`config.mk`:
```
export PLATFORM = sky130hd
export DESIGN_NAME = upsampler
export DESIGN_NICKNAME = d
export VERILOG_FILES = /design/src/rtl/sdu_pkg.sv /design/src/rtl/sample_fifo2.sv /design/src/rtl/upsampler.sv
export SDC_FILE = /design/constraint.sdc
export NUM_CORES = 1
export LEC_CHECK = 0
export ABC_AREA = 1
export BUFFER_PORTS_ARGS = -buffer_cell sky130_fd_sc_hd__clkbuf_2
export CAP_MARGIN = 20
export CORE_ASPECT_RATIO = 1.1
export CORE_MARGIN = 1
export CORE_UTILIZATION = 50
export DETAILED_ROUTE_END_ITERATION = 12
export PLACE_DENSITY = 0.73
export SETUP_SLACK_MARGIN = 0.02
export SYNTH_ARGS = -nofsm -noshare
export SYNTH_HDL_FRONTEND = slang
export SYNTH_SLANG_ARGS = --single-unit
```
`constraint.sdc`:
```
create_clock -name fast_clk -period 3.8 [get_ports fast_clk]
set_input_delay 0.19 -clock fast_clk [delete_from_list [all_inputs] [get_ports fast_clk]]
set_output_delay 0.19 -clock fast_clk [all_outputs]
set_load 0.05 [all_outputs]
```
`src/rtl/sdu_pkg.sv`:
```
// Shared definitions for the Spectral Doppler Ultrasound rate converters
// (upsampler / downsampler): default sample width, default rate factor,
// the two-state converter FSM type and a complex-sample record.
package sdu_pkg;

  localparam int unsigned SDU_DATA_W      = 32;
  localparam int unsigned SDU_RATE_FACTOR = 7;

  typedef enum logic [0:0] {
    IDLE,
    RUN
  } sdu_state_e;

  typedef struct packed {
    logic [SDU_DATA_W-1:0] re;
    logic [SDU_DATA_W-1:0] im;
  } sdu_cplx_t;

endpackage

```
`src/rtl/sample_fifo2.sv`:
```
// Two-entry synchronous FIFO for packed complex samples.
// Ports:
//   clk_i    clock, rising edge
//   rst_i    synchronous active-high reset, empties the FIFO
//   push_i   write wdata_i (ignored when full unless popping the same cycle)
//   pop_i    drop the head entry (ignored when empty)
//   wdata_i  write data
//   rdata_o  head entry, valid while !empty_o
//   count_o  occupancy 0..2
//   full_o   count_o == 2
//   empty_o  count_o == 0
module sample_fifo2 #(
  parameter int unsigned Width = 64
) (
  input  logic             clk_i,
  input  logic             rst_i,
  input  logic             push_i,
  input  logic             pop_i,
  input  logic [Width-1:0] wdata_i,
  output logic [Width-1:0] rdata_o,
  output logic [1:0]       count_o,
  output logic             full_o,
  output logic             empty_o
);

  logic [Width-1:0] mem_q [2];
  logic             wr_ptr_q, rd_ptr_q;
  logic [1:0]       count_q, count_d;
  logic             do_push, do_pop;

  assign full_o  = (count_q == 2'd2);
  assign empty_o = (count_q == 2'd0);
  assign count_o = count_q;
  assign rdata_o = mem_q[rd_ptr_q];

  assign do_pop  = pop_i && !empty_o;
  // A full FIFO can still take a write when the head leaves on the same edge.
  assign do_push = push_i && (!full_o || do_pop);

  always_comb begin
    count_d = count_q;
    unique case ({do_push, do_pop})
      2'b10:   count_d = count_q + 2'd1;
      2'b01:   count_d = count_q - 2'd1;
      default: count_d = count_q;
    endcase
  end

  always_ff @(posedge clk_i) begin
    if (rst_i) begin
      wr_ptr_q <= 1'b0;
      rd_ptr_q <= 1'b0;
      count_q  <= 2'd0;
    end else begin
      if (do_push) wr_ptr_q <= ~wr_ptr_q;
      if (do_pop)  rd_ptr_q <= ~rd_ptr_q;
      count_q <= count_d;
    end
  end

  // Storage needs no reset: count_q gates every read.
  always_ff @(posedge clk_i) begin
    if (do_push) mem_q[wr_ptr_q] <= wdata_i;
  end

endmodule

```
`src/rtl/upsampler.sv`:
```
// Single-clock complex interpolator: each input sample (slow rate) is expanded
// into FACTOR consecutive output words, zero-stuffed or sample-and-hold.
// Ports:
//   fast_clk                 sole clock, rising edge
//   reset                    synchronous active-high reset
//   din_valid / din_ready    input handshake, transfer when both high
//   din_re_Fs / din_im_Fs    input sample
//   dout_valid               output word valid
//   dout_first               phase 0 of an expanded sample
//   dout_re_Ff / dout_im_Ff  output sample
//   underrun                 one-cycle pulse after a frame ended with no sample queued
module upsampler
  import sdu_pkg::*;
#(
  parameter int unsigned FACTOR     = SDU_RATE_FACTOR,
  parameter int unsigned DATA_W     = SDU_DATA_W,
  parameter bit          ZERO_STUFF = 1'b1
) (
  input  logic              fast_clk,
  input  logic              reset,
  input  logic              din_valid,
  output logic              din_ready,
  input  logic [DATA_W-1:0] din_re_Fs,
  input  logic [DATA_W-1:0] din_im_Fs,
  output logic              dout_valid,
  output logic              dout_first,
  output logic [DATA_W-1:0] dout_re_Ff,
  output logic [DATA_W-1:0] dout_im_Ff,
  output logic              underrun
);

  localparam int unsigned PhaseW    = $clog2(FACTOR);
  localparam logic [PhaseW-1:0] LastPhase = PhaseW'(FACTOR - 1);

  // Input buffer
  logic                fifo_push, fifo_pop, fifo_full, fifo_empty;
  logic [1:0]          fifo_count;
  logic [2*DATA_W-1:0] fifo_rdata, next_sample;
  logic                push, avail, load, last_phase;

  // FSM / hold stage
  sdu_state_e          state_q, state_d;
  logic [PhaseW-1:0]   phase_q, phase_d;
  logic [DATA_W-1:0]   hold_re_q, hold_re_d, hold_im_q, hold_im_d;
  logic                starve_q, starve_d;

  // Output stage
  logic                dout_valid_q, dout_valid_d;
  logic                dout_first_q, dout_first_d;
  logic [DATA_W-1:0]   dout_re_q, dout_re_d, dout_im_q, dout_im_d;
  logic                underrun_q, underrun_d;

  assign din_ready  = (fifo_count < 2'd2) && !reset;
  assign push       = din_valid && din_ready;
  // A sample accepted on this edge counts as available: it bypasses the FIFO.
  assign avail      = !fifo_empty || push;
  assign last_phase = (phase_q == LastPhase);
  assign next_sample = fifo_empty ? {din_re_Fs, din_im_Fs} : fifo_rdata;

  assign fifo_pop  = load && !fifo_empty;
  assign fifo_push = push && !(load && fifo_empty) && (!fifo_full || fifo_pop);

  sample_fifo2 #(
    .Width (2 * DATA_W)
  ) u_fifo (
    .clk_i   (fast_clk),
    .rst_i   (reset),
    .push_i  (fifo_push),
    .pop_i   (fifo_pop),
    .wdata_i ({din_re_Fs, din_im_Fs}),
    .rdata_o (fifo_rdata),
    .count_o (fifo_count),
    .full_o  (fifo_full),
    .empty_o (fifo_empty)
  );

  always_comb begin
    state_d   = state_q;
    phase_d   = phase_q;
    hold_re_d = hold_re_q;
    hold_im_d = hold_im_q;
    starve_d  = 1'b0;
    load      = 1'b0;
    unique case (state_q)
      IDLE: begin
        if (avail) begin
          load    = 1'b1;
          state_d = RUN;
          phase_d = '0;
        end
      end
      RUN: begin
        if (!last_phase) begin
          phase_d = phase_q + PhaseW'(1);
        end else if (avail) begin
          load    = 1'b1;
          phase_d = '0;
        end else begin
          state_d  = IDLE;
          phase_d  = '0;
          starve_d = 1'b1;
        end
      end
      default: begin
        state_d = IDLE;
        phase_d = '0;
      end
    endcase
    if (load) begin
      {hold_re_d, hold_im_d} = next_sample;
    end
  end

  // Output words are registered from the hold stage, so they trail it by one edge;
  // underrun is delayed with them so it lines up with the first idle output.
  always_comb begin
    dout_valid_d = (state_q == RUN);
    dout_first_d = (state_q == RUN) && (phase_q == '0);
    dout_re_d    = '0;
    dout_im_d    = '0;
    underrun_d   = starve_q;
    if ((state_q == RUN) && ((phase_q == '0) || !ZERO_STUFF)) begin
      dout_re_d = hold_re_q;
      dout_im_d = hold_im_q;
    end
  end

  always_ff @(posedge fast_clk) begin
    if (reset) begin
      state_q      <= IDLE;
      phase_q      <= '0;
      hold_re_q    <= '0;
      hold_im_q    <= '0;
      starve_q     <= 1'b0;
      dout_valid_q <= 1'b0;
      dout_first_q <= 1'b0;
      dout_re_q    <= '0;
      dout_im_q    <= '0;
      underrun_q   <= 1'b0;
    end else begin
      state_q      <= state_d;
      phase_q      <= phase_d;
      hold_re_q    <= hold_re_d;
      hold_im_q    <= hold_im_d;
      starve_q     <= starve_d;
      dout_valid_q <= dout_valid_d;
      dout_first_q <= dout_first_d;
      dout_re_q    <= dout_re_d;
      dout_im_q    <= dout_im_d;
      underrun_q   <= underrun_d;
    end
  end

  assign dout_valid = dout_valid_q;
  assign dout_first = dout_first_q;
  assign dout_re_Ff = dout_re_q;
  assign dout_im_Ff = dout_im_q;
  assign underrun   = underrun_q;

endmodule
```
* After elaboration in Yosys (flattened, before gate mapping)
Memories as Yosys holds them, arrays and structs flattened. A register that Yosys moved wholly into a read port is not among the register bits.
Cells that the tools add are included.
** Cells by class
- Bitwise logic cells :: 5
- Add/sub/neg operators :: 3
- Reduce and logical (&&, ||, !) cells :: 21
- $lt $le $gt $ge :: 1
- Muxes and demuxes :: 15
- Equal/unequal tests :: 5
** Operators by type and width (number)
- 2-to-1 mux 64 bit :: 1
- logical AND 1 bit :: 9
- 2-to-1 mux 1 bit :: 8
- 2-to-1 mux 3 bit :: 2
- one-hot mux 3 bit (2 select lines) :: 1
- inverter 1 bit :: 5
- equality test 2 bit, second input constant :: 2
- logical NOT 1 bit :: 4
- one-hot mux 1 bit (2 select lines) :: 2
- one-hot mux 2 bit (2 select lines) :: 1
- adder 3 x 1 -> 3 bit, second input constant :: 1
- equality test 3 bit, second input constant :: 1
- logical NOT 3 bit :: 1
- logical OR 1 bit :: 3
- OR reduction 3 bit :: 1
- adder 2 x 1 -> 2 bit, second input constant :: 1
- equality test 2 x 1 -> 1 bit, second input constant :: 1
- logical NOT 2 bit :: 1
- < comparator 2 bit, second input constant :: 1
- != test 2 bit, second input constant :: 1
- nonzero test 2 bit :: 1
- OR reduction 2 bit :: 1
- subtractor 2 x 1 -> 2 bit, second input constant :: 1
** Storage, ports and cells
- Bits in writable memories :: 128
- Output and inout bits :: 68
- Memories :: 1
- Input bits :: 67
- Register bits after elaboration :: 140
** Memory list
- u_fifo.mem_q :: depth 2, width 64, rd ports 1, clocked after Yosys merged registers in 1, write ports 1, RTL line sample_fifo2.sv:26 : logic [Width-1:0] mem_q [2];

* Depth between registers and ports, before layout
Gate-level depths: netlist of the first run.
- Word-level depth :: 14
- Mapped depth :: 11
- Mapped depth without buffers :: 10

* Modules after synthesis
A second synthesis of the first run with hierarchy kept.
** Second synthesis, totals
- Cell total of the unflattened synthesis :: 1171
- Area total of the unflattened synthesis :: 11225.8 µm²
** By module, submodules not included
- upsampler :: cells an instance 933, area each 6059.6 µm², times used 1
- sample_fifo2 :: cells an instance 238, area each 5166.2 µm², times used 1

* Least setup slack after synthesis of the first run
No wires, ideal clock.
- Kind :: reg2reg
- From :: register u_fifo.count_q[1] (netlist: u_fifo.count_o[1])
- To :: memory u_fifo.mem_q[0][0], enable pin
- Path buffers :: 1
- Setup slack :: -0.241 ns
- Library setup time :: 0.486 ns
- Cell stages (with the launch flop) :: 8
- Data arrival time :: 3.555 ns
- Cell sequence :: dfxtp_1 inv_2 nand2_1 inv_2 buf_2 nand3_1 nand2_1 nor2_1
** Between the ends
- Word-level cells in the longest chain between the ends :: 14
- Elaborated cells on any way between the ends :: 22
- Classes of those cells :: order compare: 1; eq/ne: 1; mux: 5; reduce/logical: 15
** RTL lines
- from (decl) :: RTL line sample_fifo2.sv:28 : logic [1:0] count_q, count_d;
- from (signal assigned) :: RTL line sample_fifo2.sv:57 : count_q <= count_d;
- < comparator 2 bit :: RTL line upsampler.sv:53 : assign din_ready = (fifo_count < 2'd2) && !reset;
- logical AND 1 bit :: RTL line upsampler.sv:53
- logical AND 1 bit :: RTL line upsampler.sv:54 : assign push = din_valid && din_ready;
- logical OR 1 bit :: RTL line upsampler.sv:56 : assign avail = !fifo_empty || push;
- 2-to-1 mux 1 bit :: RTL line upsampler.sv:86, upsampler.sv:95
- 2-to-1 mux 1 bit :: RTL line upsampler.sv:93 : if (!last_phase) begin
- one-hot mux 1 bit (2 select lines) :: RTL line upsampler.sv:84 : unique case (state_q)
- logical AND 1 bit :: RTL line upsampler.sv:61 : assign fifo_push = push && !(load && fifo_empty) && (!fifo_full || fifo_pop);
- logical NOT 1 bit :: RTL line upsampler.sv:61
- logical AND 1 bit (2 in series) :: RTL line upsampler.sv:61
- logical AND 1 bit * :: RTL line sample_fifo2.sv:38 : assign do_push = push_i && (!full_o || do_pop);
- 2-to-1 mux 1 bit * :: RTL line sample_fifo2.sv:63 : if (do_push) mem_q[wr_ptr_q] <= wdata_i;
- 2-to-1 mux 1 bit (implied by the code) * :: RTL line sample_fifo2.sv:63
- to (decl) :: RTL line sample_fifo2.sv:26
Every way passes the cells marked *; elsewhere a longest branch is shown, timed or not.

* Worst setup path after layout of the first run
- From :: register u_fifo.count_q[1] (netlist: u_fifo.count_o[1])
- To :: register hold_re_q[12]
** Between the ends
- Word-level cells in the longest chain between the ends :: 7
- Elaborated cells on any way between the ends :: 10
- Classes of those cells :: order compare: 1; mux: 4; reduce/logical: 5
** RTL lines
- < comparator 2 bit :: RTL line upsampler.sv:53
- logical AND 1 bit :: RTL line upsampler.sv:53
- logical AND 1 bit :: RTL line upsampler.sv:54
- logical OR 1 bit :: RTL line upsampler.sv:56
- 2-to-1 mux 1 bit :: RTL line upsampler.sv:86, upsampler.sv:95
- 2-to-1 mux 1 bit :: RTL line upsampler.sv:93
- one-hot mux 1 bit (2 select lines) :: RTL line upsampler.sv:84
- to (signal assigned) :: RTL line upsampler.sv:143 : hold_re_q <= hold_re_d;
- to (decl) :: RTL line upsampler.sv:44 : logic [DATA_W-1:0] hold_re_q, hold_re_d, hold_im_q, hold_im_d;
Parallel ways exist; a longest one is shown, timed or not.
A chain may end at the register's enable or synchronous reset.

==> results of run 1 <==
## metal layers
metal	share of wire, %	track usage (%)	vias up
met5	0	0	-
met2	51	35.4	154
li1	-	-	3615
met1	42	24.9	3293
met3	4.4	2.94	33
met4	1.9	5.82	0
## final timing paths
| kind | from | endpoint | slack [ns] | cells after the start |
|---|---|---|---|---|
| hold reg to reg | hold_re_q[24]$_SDFFE_PP0N_ | dout_re_Ff[24]$_SDFF_PP0_ | 0.42 | 2 |
| hold / removal | din_valid | starve_q$_SDFF_PP0_ | 0.10 | 4 |
| setup / recovery | u_fifo.count_o[1]$_SDFFE_PP0P_ | hold_re_q[12]$_SDFFE_PP0N_ | 1.35 | 8 |
| setup reg to reg | u_fifo.count_o[1]$_SDFFE_PP0P_ | hold_re_q[12]$_SDFFE_PP0N_ | 1.35 | 8 |
## cell type report
class,count,area share (%)
Sequential cell,269,52.6
Clock inverter,13,1.06
Clock buffer,35,6.14
Multi-Input combinational cell,555,22.4
Antenna cell,1,0.0197
Timing Repair Buffer,205,11.0
Tap cell,252,2.49
Inverter,145,4.30
## flip-flops by register name, summed over array words and instances (netlist names), 2 cells and up, named ones only
signal	flops
hold_im_q	32
dout_re_Ff	32
hold_re_q	32
phase_q	3
u_fifo.mem_q	128
u_fifo.count_o	2
dout_im_Ff	32
## cell usage in the layout (no fill, tap or decap)
master / n
sky130_fd_sc_hd__nand3b_1: 1
sky130_fd_sc_hd__diode_2: 1
sky130_fd_sc_hd__xor2_1: 1
sky130_fd_sc_hd__nand2_1: 277
sky130_fd_sc_hd__nand3_4: 1
sky130_fd_sc_hd__edfxtp_1: 128
sky130_fd_sc_hd__a21oi_1: 14
sky130_fd_sc_hd__nor2_4: 1
sky130_fd_sc_hd__nand3_1: 4
sky130_fd_sc_hd__nor4_1: 1
sky130_fd_sc_hd__clkbuf_2: 133
sky130_fd_sc_hd__inv_1: 139
sky130_fd_sc_hd__clkbuf_8: 3
sky130_fd_sc_hd__nand2_4: 1
sky130_fd_sc_hd__bufinv_16: 3
sky130_fd_sc_hd__a21oi_2: 60
sky130_fd_sc_hd__dfxtp_4: 1
sky130_fd_sc_hd__dlygate4sd3_1: 64
sky130_fd_sc_hd__inv_2: 5
sky130_fd_sc_hd__clkinv_1: 5
sky130_fd_sc_hd__nand3_2: 1
sky130_fd_sc_hd__nor2_1: 70
sky130_fd_sc_hd__o211ai_1: 64
sky130_fd_sc_hd__ha_1: 1
sky130_fd_sc_hd__buf_4: 6
sky130_fd_sc_hd__o21ai_0: 5
sky130_fd_sc_hd__buf_12: 2
sky130_fd_sc_hd__clkbuf_1: 3
sky130_fd_sc_hd__nand2_2: 53
sky130_fd_sc_hd__clkinv_2: 6
sky130_fd_sc_hd__dfxtp_1: 140
sky130_fd_sc_hd__clkbuf_16: 29
## worst max-delay path, cell delays in order (launching register included)
cell                       delay, ns
sky130_fd_sc_hd__dfxtp_1        0.32
sky130_fd_sc_hd__inv_2          0.08
sky130_fd_sc_hd__nand2_2        0.06
sky130_fd_sc_hd__inv_2          0.39
sky130_fd_sc_hd__nand2_2        0.16
sky130_fd_sc_hd__nand2_4        0.09
sky130_fd_sc_hd__clkinv_2       0.75
sky130_fd_sc_hd__nand2_1        0.36
sky130_fd_sc_hd__a21oi_2        0.08
## cell families after synthesis
logic type      count (synthesis)  share of synthesized area, %
simple gates                  410                          16.3
buf+inv                       201                          8.45
xor+xnor                        1                        0.0846
fa+ha+maj                       1                         0.121
flops                         269                          64.4
compound gates                143                          10.6
## report_power, final
group | switching, mW | total (mW) | internal (mW)
Clock | 1.05 | 2.68 | 1.63
Sequential | 0.323 | 3.78 | 3.45
Combinational | 1.61 | 2.36 | 0.749
## through the flow
step / setup slack, ns / instance area, sq um / utilization (%)
floorplan: 0.828 / 10400 / -
global placement: 1.25 / 11100 / 55.4
detailed placement: 1.27 / 11100 / 55.4
CTS: 1.31 / 12700 / 63.2
global route: 1.09 / 12700 / 63.2
finish: 1.35 / 12700 / 63.2
==> results.txt, run 1 <==
----------------------------------------------------
[Outcome]
  Result of the run ... complete, but fails checks
  Failing checks ... design-rule violations

[STA]
  Setup clock skew after layout ... 0.00746 ns
  Final-report max-slew violation count ... 0
  Setup repair after global routing missed its margin ... false
  Highest attainable clock frequency ... 408 MHz
  Actual slew at the worst max-slew pin ... 1.02 ns
  Endpoints failing setup ... 0
  Number of failing hold endpoints at the final stage ... 0
  Relative slew margins ... 32.0%
  Hold WS ... 0.100 ns
  Min cycle time layout ... 2.45 ns
  Tcrit/Tclk final ... 64.5%
  Final sum of negative setup slack ... 0 ns

[Drt]
  Number of design-rule violations left by the first detailed-router iteration ... 456
  DRT antenna net count ... 0
  Detailed-routing iteration count for the pre-antenna-repair pass ... 11
  Routed WL ... 20900 microns
  Overall via count from detail_route ... 7095
  Wire length per cell ... 14.1 microns
  Post-route DRC ... 9
  Drt via density ... 4.81

[Global route]
  Number of antenna violations at the first check in global routing ... 1
  Wire length of the first global-routing pass ... 34000 microns
  Total overflow reported by the global router ... 0
  Total routing resource utilization after global routing ... 19.8%
  Largest net degree at the start of global routing ... 102
  Vias in the first global route ... 6935

[Synthesis]
  Synthesized area divided by synthesized cell count ... 10.1 sq um
  Async set or reset register ratio after synthesis ... 0%
  Top cells by area, synth ... sky130_fd_sc_hd__edfxtp_1, sky130_fd_sc_hd__dfxtp_1, sky130_fd_sc_hd__nand2_1
  Most frequently used cell type in the post-synthesis netlist ... sky130_fd_sc_hd__nand2_1
  Most frequent cells after synthesis ... sky130_fd_sc_hd__nand2_1, sky130_fd_sc_hd__dfxtp_1, sky130_fd_sc_hd__inv_1
  Netlist area before placement ... 10400 sq um
  Distinct cell type count after synthesis ... 24
  Number of nets in the synthesized netlist ... 1093
  Post-synth top flop ... sky130_fd_sc_hd__dfxtp_1
  Share of the synthesized area in the top cell type ... 37.1%
  EDFF count, synth ... 128
  Share of the yosys chip area belonging to registers ... 64.4%
  Synthesized instance count ... 1025
  Register bit total from synthesis ... 269
  Cell taking the most area after synthesis ... sky130_fd_sc_hd__edfxtp_1
  Warning count from the yosys run ... 0

[Clocking]
  Clock latency of the later-clocked register in the worst-skew pair ... 0.52 ns
  Clock-pin transition on the worst setup and hold timing paths ... 0.06 ns
  Max Root-Sink Buffers ... 3
  Clock tree sinks ... 269
  Count of hold-fix buffers inserted at cts ... 64
  CTS buffer count ... 26
  Count of cells resized by post-cts repair ... 0
  TritonCTS clock tree ... built
  CTS Root Buffer Type ... sky130_fd_sc_hd__clkbuf_16
  Post-CTS Repair Setup Buffers ... 0
  H-tree levels ... 1

[Floorplanning]
  Number of top-level pins ... 135
  Core region area ... 20100 sq um
  Effective utilization at floorplan ... 51.6%
  Overall die height ... 153 microns
  Horizontal die dimension ... 139 microns
  Total Die Area ... 21300 sq um
  Number of placement rows ... 54

[Final layout]
  Filler Cells Inserted ... 1590
  Area used by multi-input combinational logic ... 2840 sq um
  Fraction of final layout cells sized beyond drive strength 1 ... 25.0%
  Seq. cell area ... 6670 sq um
  Non-filler instance count after layout ... 1475
  Total Nets Final ... 1270
  Area growth from synthesis to layout ... 22.4%

[Worst setup path]
  Startpoint type of the worst setup path ... register
  Worst endpoint data arrival time ... 2.82 ns
  Crit. End Element ... register
  Largest fanout of any net on the critical path ... 64
  CP Data Required Time ... 4.17 ns
  Type of the worst setup path ... reg -> reg

[Place]
  Cell count after placement ... 1362
  Routability cong. ... 0.712
  Count of buffers inserted at the top-level ports ... 134
  Dpl hpwl ... 11800 microns

[Flow run]
  Number of maximum-capacitance violations ... 0

[Power and ir drop]
  Tot Pwr ... 8.82 mW
  Pwr per Cell Area ... 696 nW/um^2
  Peak ir drop on the vdd network ... 0.000402 V
  Static Leak ... 5.12 nW

[Min path]
  Hold crit path type ... in -> reg

----------------------------------------------------
Power figures use the tool's default switching activity.
==> run 2, diff against run 1 <==
clock period = 2.2 ns   (was 3.8 ns; I/O delays follow)
==> run 2 against run 1 <==
Compared with the run above:
- the run still ends with design-rule violations left
- non-clock buffer count rose by 14
- largest cell class unchanged
- largest power group unchanged
- first-iteration DRC count fell by 7.2%
- clock power grew 65%
- critical endpoint is now u_fifo.count_o[1]$_SDFFE_PP0P_
- final cell count grew 0.88%
- setup slack got worse by 0.95 ns
- sequential power rose by 69%
- flip-flop and latch count unchanged
- design area increased by 0.75%
- combinational power rose by 86%
==> results.txt, run 2 (same netlist as run 1, synthesis figures left out) <==
----------------------------------------------------
[Global route]
  Total routing resource utilization after global routing ... 20.1%
  Number of antenna violations at the first check in global routing ... 0
  Wire length of the first global-routing pass ... 34500 microns
  Total overflow reported by the global router ... 0
  Largest net degree at the start of global routing ... 53
  Vias in the first global route ... 6977

[Flow run]
  Number of maximum-capacitance violations ... 0

[Drt]
  DRT antenna net count ... 0
  Routed WL ... 21200 microns
  Number of design-rule violations left by the first detailed-router iteration ... 423
  Overall via count from detail_route ... 7141
  Detailed-routing iteration count for the pre-antenna-repair pass ... 9
  Wire length per cell ... 14.2 microns
  Post-route DRC ... 11
  Drt via density ... 4.80

[STA]
  Highest attainable clock frequency ... 555 MHz
  Number of failing hold endpoints at the final stage ... 0
  Relative slew margins ... 51.8%
  Actual slew at the worst max-slew pin ... 0.723 ns
  Tcrit/Tclk final ... 82.0%
  Setup repair after global routing missed its margin ... false
  Final-report max-slew violation count ... 0
  Endpoints failing setup ... 0
  Final sum of negative setup slack ... 0 ns
  Setup clock skew after layout ... 0.0205 ns
  Min cycle time layout ... 1.80 ns

[Floorplanning]
  Overall die height ... 153 microns
  Number of placement rows ... 54
  Total Die Area ... 21300 sq um
  Number of top-level pins ... 135
  Effective utilization at floorplan ... 51.6%
  Core region area ... 20100 sq um
  Horizontal die dimension ... 139 microns

[Power and ir drop]
  Static Leak ... 5.15 nW
  Pwr per Cell Area ... 1190 nW/um^2
  Peak ir drop on the vdd network ... 0.000896 V
  Part of the power in the clock network ... 29.0%
  Switching pwr ... 5.17 mW
  Internal Pwr Total ... 10.0 mW
  Comb pwr share ... 28.9%
  Switching portion of total power ... 34.1%
  Seq pwr share ... 42.1%

[Place]
  Cell count after placement ... 1374
  Count of buffers inserted at the top-level ports ... 134
  Routability cong. ... 0.761
  Dpl hpwl ... 12300 microns

[Outcome]
  Failing checks ... design-rule violations
  Result of the run ... complete, but fails checks

[Min path]
  Hold path startpoint ... din_re_Fs[21]
  Hold crit path type ... in -> reg
  Hold Path End ... u_fifo.mem_q[0][53]$_DFFE_PP_
  Number of instances on the worst hold path ... 2

[Worst setup path]
  Type of the worst setup path ... in -> reg
  Crit. End Element ... register
  Worst setup path start ... reset
  Reg2reg setup slack ... 0.42 ns
  Worst reg2reg path startpoint ... u_fifo.count_o[1]$_SDFFE_PP0P_
  Startpoint type of the worst setup path ... primary input
  CP Data Required Time ... 2.58 ns
  Worst endpoint data arrival time ... 2.18 ns
  Reg2Reg Capture Point ... u_fifo.count_o[1]$_SDFFE_PP0P_
  Number of cell instances on the worst register-to-register path ... 10
  Largest fanout of any net on the critical path ... 7

[Clocking]
  Max Root-Sink Buffers ... 3
  Clock latency of the later-clocked register in the worst-skew pair ... 0.52 ns
  Count of hold-fix buffers inserted at cts ... 66
  Count of cells resized by post-cts repair ... 0
  Clock tree sinks ... 269
  CTS Root Buffer Type ... sky130_fd_sc_hd__clkbuf_16
  CTS buffer count ... 26
  TritonCTS clock tree ... built
  Post-CTS Repair Setup Buffers ... 0
  Clock-pin transition on the worst setup and hold timing paths ... 0.06 ns
  H-tree levels ... 1

[Final layout]
  Leading cell type in the layout, fill and taps excluded ... sky130_fd_sc_hd__nand2_1
  Area growth from synthesis to layout ... 23.4%
  Antenna diode count ... 0
  Fraction of final layout cells sized beyond drive strength 1 ... 25.8%
  Non-filler instance count after layout ... 1488
  Top reg by flops ... u_fifo.mem_q
  Most used cells in the layout excluding fill and tap cells ... sky130_fd_sc_hd__nand2_1, sky130_fd_sc_hd__inv_1, sky130_fd_sc_hd__dfxtp_1
  Largest register FFs ... 128
  Total Nets Final ... 1284

----------------------------------------------------
==> run 2: layout make-up <==
type	instances	area, sq um
fill	1604	7290
sequential	269	6670
multi-input combinational	555	2860
timing repair buffer	219	1530
clock buffer	40	766
inverter	145	549
tap	252	315
clock inverter	8	87.6
==> run 2: worst max-delay path by stage <==
stage                                          end  slack (ns)  cells after the start
global route          u_fifo.mem_q[0][7]$_DFFE_PP_        0.28                      7
detailed placement  u_fifo.count_o[1]$_SDFFE_PP0P_        0.43                     10
global placement    u_fifo.count_o[1]$_SDFFE_PP0P_        0.49                     10
CTS                 u_fifo.count_o[1]$_SDFFE_PP0P_        0.41                     12
finish              u_fifo.count_o[1]$_SDFFE_PP0P_        0.40                     12
floorplan             u_fifo.mem_q[0][0]$_DFFE_PP_        0.02                      7
==> run 2: metrics by stage <==
| stage | util (%) | hold WS, ns | cell area, sq um | total power, mW | worst slack, ns |
|---|---|---|---|---|---|
| floorplan | - | 0.209 | 10400 | 9.88 | 0.0204 |
| CTS | 63.6 | 0.313 | 12800 | 15.3 | 0.409 |
| finish | 63.6 | 0.332 | 12800 | 15.2 | 0.397 |
| detailed placement | 56.1 | 0.321 | 11300 | 10.8 | 0.427 |
| global route | 63.6 | 0.323 | 12800 | 16.0 | 0.277 |
| global placement | 56.1 | 0.316 | 11300 | 10.7 | 0.493 |
==> run 2: metal layers <==
metal | global-route usage (%) | part of all wire [%] | vias to the layer above
met5 | 0 | 0 | -
met2 | 34.9 | 49 | 180
met3 | 2.85 | 4.6 | 43
met1 | 25.9 | 44 | 3271
li1 | - | - | 3647
met4 | 6.72 | 2.3 | 0
==> run 2: worst max-delay path: stages <==
cell,delay [ns]
sky130_fd_sc_hd__dlygate4sd3_1,0.53
sky130_fd_sc_hd__buf_4,0.16
sky130_fd_sc_hd__inv_2,0.11
sky130_fd_sc_hd__nand2_1,0.10
sky130_fd_sc_hd__nor2_2,0.21
sky130_fd_sc_hd__nand3_2,0.15
sky130_fd_sc_hd__nand2_2,0.11
sky130_fd_sc_hd__ha_1,0.25
sky130_fd_sc_hd__a21oi_1,0.13
sky130_fd_sc_hd__o21ai_0,0.12
sky130_fd_sc_hd__xor2_1,0.15
sky130_fd_sc_hd__nor2_1,0.05
==> run 2: power groups by stage <==
stage,clock (mW),combinational (mW),sequential [mW]
5_1_grt,4.69,4.87,6.46
6_report,4.41,4.38,6.38
3_5_place_dp,0,4.29,6.48
2_1_floorplan,0,3.20,6.68
4_1_cts,4.49,4.42,6.38
3_3_place_gp,0,4.23,6.46
==> run 3, diff against run 2 <==
PLACE_DENSITY = 0.71   (was 0.73)
clock period = 1.75 ns   (was 2.2 ns; I/O delays follow)
==> run 3 against run 2 <==
Compared with the run above:
- the run still ends with design-rule violations left
- design area up 1.4%
- critical path depth decreased by 4
- die area did not move
- total power increased by 27%
- non-clock buffer count increased by 4
- sequential share of layout area fell by 0.70 points
- sequential power increased by 25%
- register-to-register slack worse by 0.35 ns
- setup slack worse by 0.33 ns
- highest routed layer unchanged
==> results.txt, run 3 (same netlist as run 1, synthesis figures left out) <==
----------------------------------------------------
[Final layout]
  Area growth from synthesis to layout ... 25.1%
  Top reg by flops ... u_fifo.mem_q
  Non-filler instance count after layout ... 1493
  Filler Cells Inserted ... 1567
  Total Nets Final ... 1289
  Antenna diode count ... 0
  Fraction of final layout cells sized beyond drive strength 1 ... 26.5%
  Most used cells in the layout excluding fill and tap cells ... sky130_fd_sc_hd__nand2_1, sky130_fd_sc_hd__inv_1, sky130_fd_sc_hd__dfxtp_1
  Leading cell type in the layout, fill and taps excluded ... sky130_fd_sc_hd__nand2_1
  Post-route standard cell area excluding fillers ... 12900 sq um
  Largest register FFs ... 128

[Power and ir drop]
  Seq pwr share ... 41.1%
  Internal Pwr Total ... 12.8 mW
  Pwr per Cell Area ... 1490 nW/um^2
  Tot Pwr ... 19.3 mW
  Switching portion of total power ... 33.8%
  Peak ir drop on the vdd network ... 0.000952 V
  Switching pwr ... 6.53 mW
  Part of the power in the clock network ... 29.2%
  Static Leak ... 5.22 nW
  Comb pwr share ... 29.7%

[Clocking]
  TritonCTS clock tree ... built
  Clock latency of the later-clocked register in the worst-skew pair ... 0.52 ns
  Max Root-Sink Buffers ... 3
  H-tree levels ... 1
  CTS Root Buffer Type ... sky130_fd_sc_hd__clkbuf_16
  Clock-pin transition on the worst setup and hold timing paths ... 0.06 ns
  CTS buffer count ... 27
  Clock tree sinks ... 269

[STA]
  Actual slew at the worst max-slew pin ... 0.871 ns
  Endpoints failing setup ... 0
  Highest attainable clock frequency ... 595 MHz
  Final-report max-slew violation count ... 0
  Number of failing hold endpoints at the final stage ... 0
  Setup clock skew after layout ... 0.00904 ns
  Min cycle time layout ... 1.68 ns
  Relative slew margins ... 42.0%
  Tcrit/Tclk final ... 96.1%

[Global route]
  Number of antenna violations at the first check in global routing ... 0
  Total overflow reported by the global router ... 0
  Total routing resource utilization after global routing ... 20.0%
  Largest net degree at the start of global routing ... 83
  Wire length of the first global-routing pass ... 34400 microns
  Vias in the first global route ... 6948

[Worst setup path]
  Number of cell instances on the worst register-to-register path ... 8
  Largest fanout of any net on the critical path ... 38
  Startpoint type of the worst setup path ... register
  Crit. End Element ... register
  Type of the worst setup path ... reg -> reg
  CP Data Required Time ... 2.00 ns
  Worst endpoint data arrival time ... 1.93 ns

[Min path]
  Hold crit path type ... in -> reg
  Number of instances on the worst hold path ... 2

[Place]
  Cell count after placement ... 1375
  Routability cong. ... 0.742
  Count of buffers inserted at the top-level ports ... 134
  Dpl hpwl ... 12300 microns
  Cell area reported after detailed placement ... 11400 sq um

[Floorplanning]
  Core region area ... 20100 sq um
  Horizontal die dimension ... 139 microns
  Number of placement rows ... 54
  Number of top-level pins ... 135
  Total Die Area ... 21300 sq um
  Effective utilization at floorplan ... 51.6%
  Overall die height ... 153 microns

[Flow run]
  Number of maximum-capacitance violations ... 0

[Drt]
  Detailed-routing iteration count for the pre-antenna-repair pass ... 12
  Overall via count from detail_route ... 7147
  Wire length per cell ... 14.2 microns
  Post-route DRC ... 10
  Number of design-rule violations left by the first detailed-router iteration ... 411
  DRT antenna net count ... 0
  Routed WL ... 21200 microns
  Drt via density ... 4.79

[Outcome]
  Failing checks ... design-rule violations
  Result of the run ... complete, but fails checks

----------------------------------------------------
-- run 3: cell types whose count changed in the layout (fill, tap and decap cells not counted), sizes merged --
cell	before	now
clkbuf	173	178
buf	20	24
clkinv	7	4
bufinv	2	1
-- run 3: final cells by class --
class	instances	area, sq um	share of cell area (%)
multi-input cells	555	2890	22.3
inverters	145	552	4.26
flip-flops and latches	269	6670	51.5
repair buffers	223	1630	12.6
well taps	252	315	2.44
clock inverters	4	48.8	0.377
clock buffers	45	837	6.46
-- run 3: path summary, 6_finish.rpt --
kind	slack [ns]	endpoint	from
min reg2reg	0.43	dout_re_Ff[21]$_SDFF_PP0_	hold_re_q[21]$_SDFFE_PP0N_
min	0.32	u_fifo.mem_q[1][5]$_DFFE_PP_	din_im_Fs[5]
max reg2reg	0.07	u_fifo.mem_q[1][1]$_DFFE_PP_	u_fifo.count_o[1]$_SDFFE_PP0P_
max	0.07	u_fifo.mem_q[1][1]$_DFFE_PP_	u_fifo.count_o[1]$_SDFFE_PP0P_
-- run 3: per-layer routing --
layer | up-vias | global-route usage [%] | share of wire [%] | wire length (microns)
met3 | 19 | 2.76 | 4.2 | 884
met4 | 0 | 4.50 | 1.2 | 248
met2 | 147 | 36.0 | 50 | 10600
met5 | - | 0 | 0 | 0
li1 | 3653 | - | - | -
met1 | 3328 | 25.5 | 44 | 9400
-- run 3: critical path, cell delays in order (launching register included) --
cell	delay, ns
sky130_fd_sc_hd__dfxtp_2	0.34
sky130_fd_sc_hd__inv_4	0.08
sky130_fd_sc_hd__nand2_4	0.06
sky130_fd_sc_hd__nor2_4	0.20
sky130_fd_sc_hd__nand3_4	0.11
sky130_fd_sc_hd__buf_4	0.15
sky130_fd_sc_hd__nand3_2	0.09
sky130_fd_sc_hd__clkinvlp_4	0.14
sky130_fd_sc_hd__buf_12	0.21
-- run 3: repair_timing --
action,CTS,global route
resized for setup,0,8
hold buffers,66,0
hold endpoints to repair,194,0
endpoints found under the setup margin,0,1
setup buffers,0,3
-- run 3: power groups by stage --
stage          clock [mW]  combinational (mW)  sequential (mW)
3_5_place_dp            0                5.61             8.07
5_1_grt              6.00                6.39             8.04
4_1_cts              5.76                5.76             7.94
3_3_place_gp            0                5.51             8.04
6_report             5.64                5.75             7.95
2_1_floorplan           0                4.05             8.40
-- run 3: metrics by stage --
stage	TNS, ns	worst slack [ns]	utilization, %	hold WS [ns]
floorplan	-48.41	-0.394	-	0.186
global placement	0	0.0822	56.6	0.291
detailed placement	0	0.0560	56.6	0.295
CTS	0	0.0399	64.3	0.301
global route	-0.0294	-0.0159	64.5	0.312
finish	0	0.0685	64.5	0.321
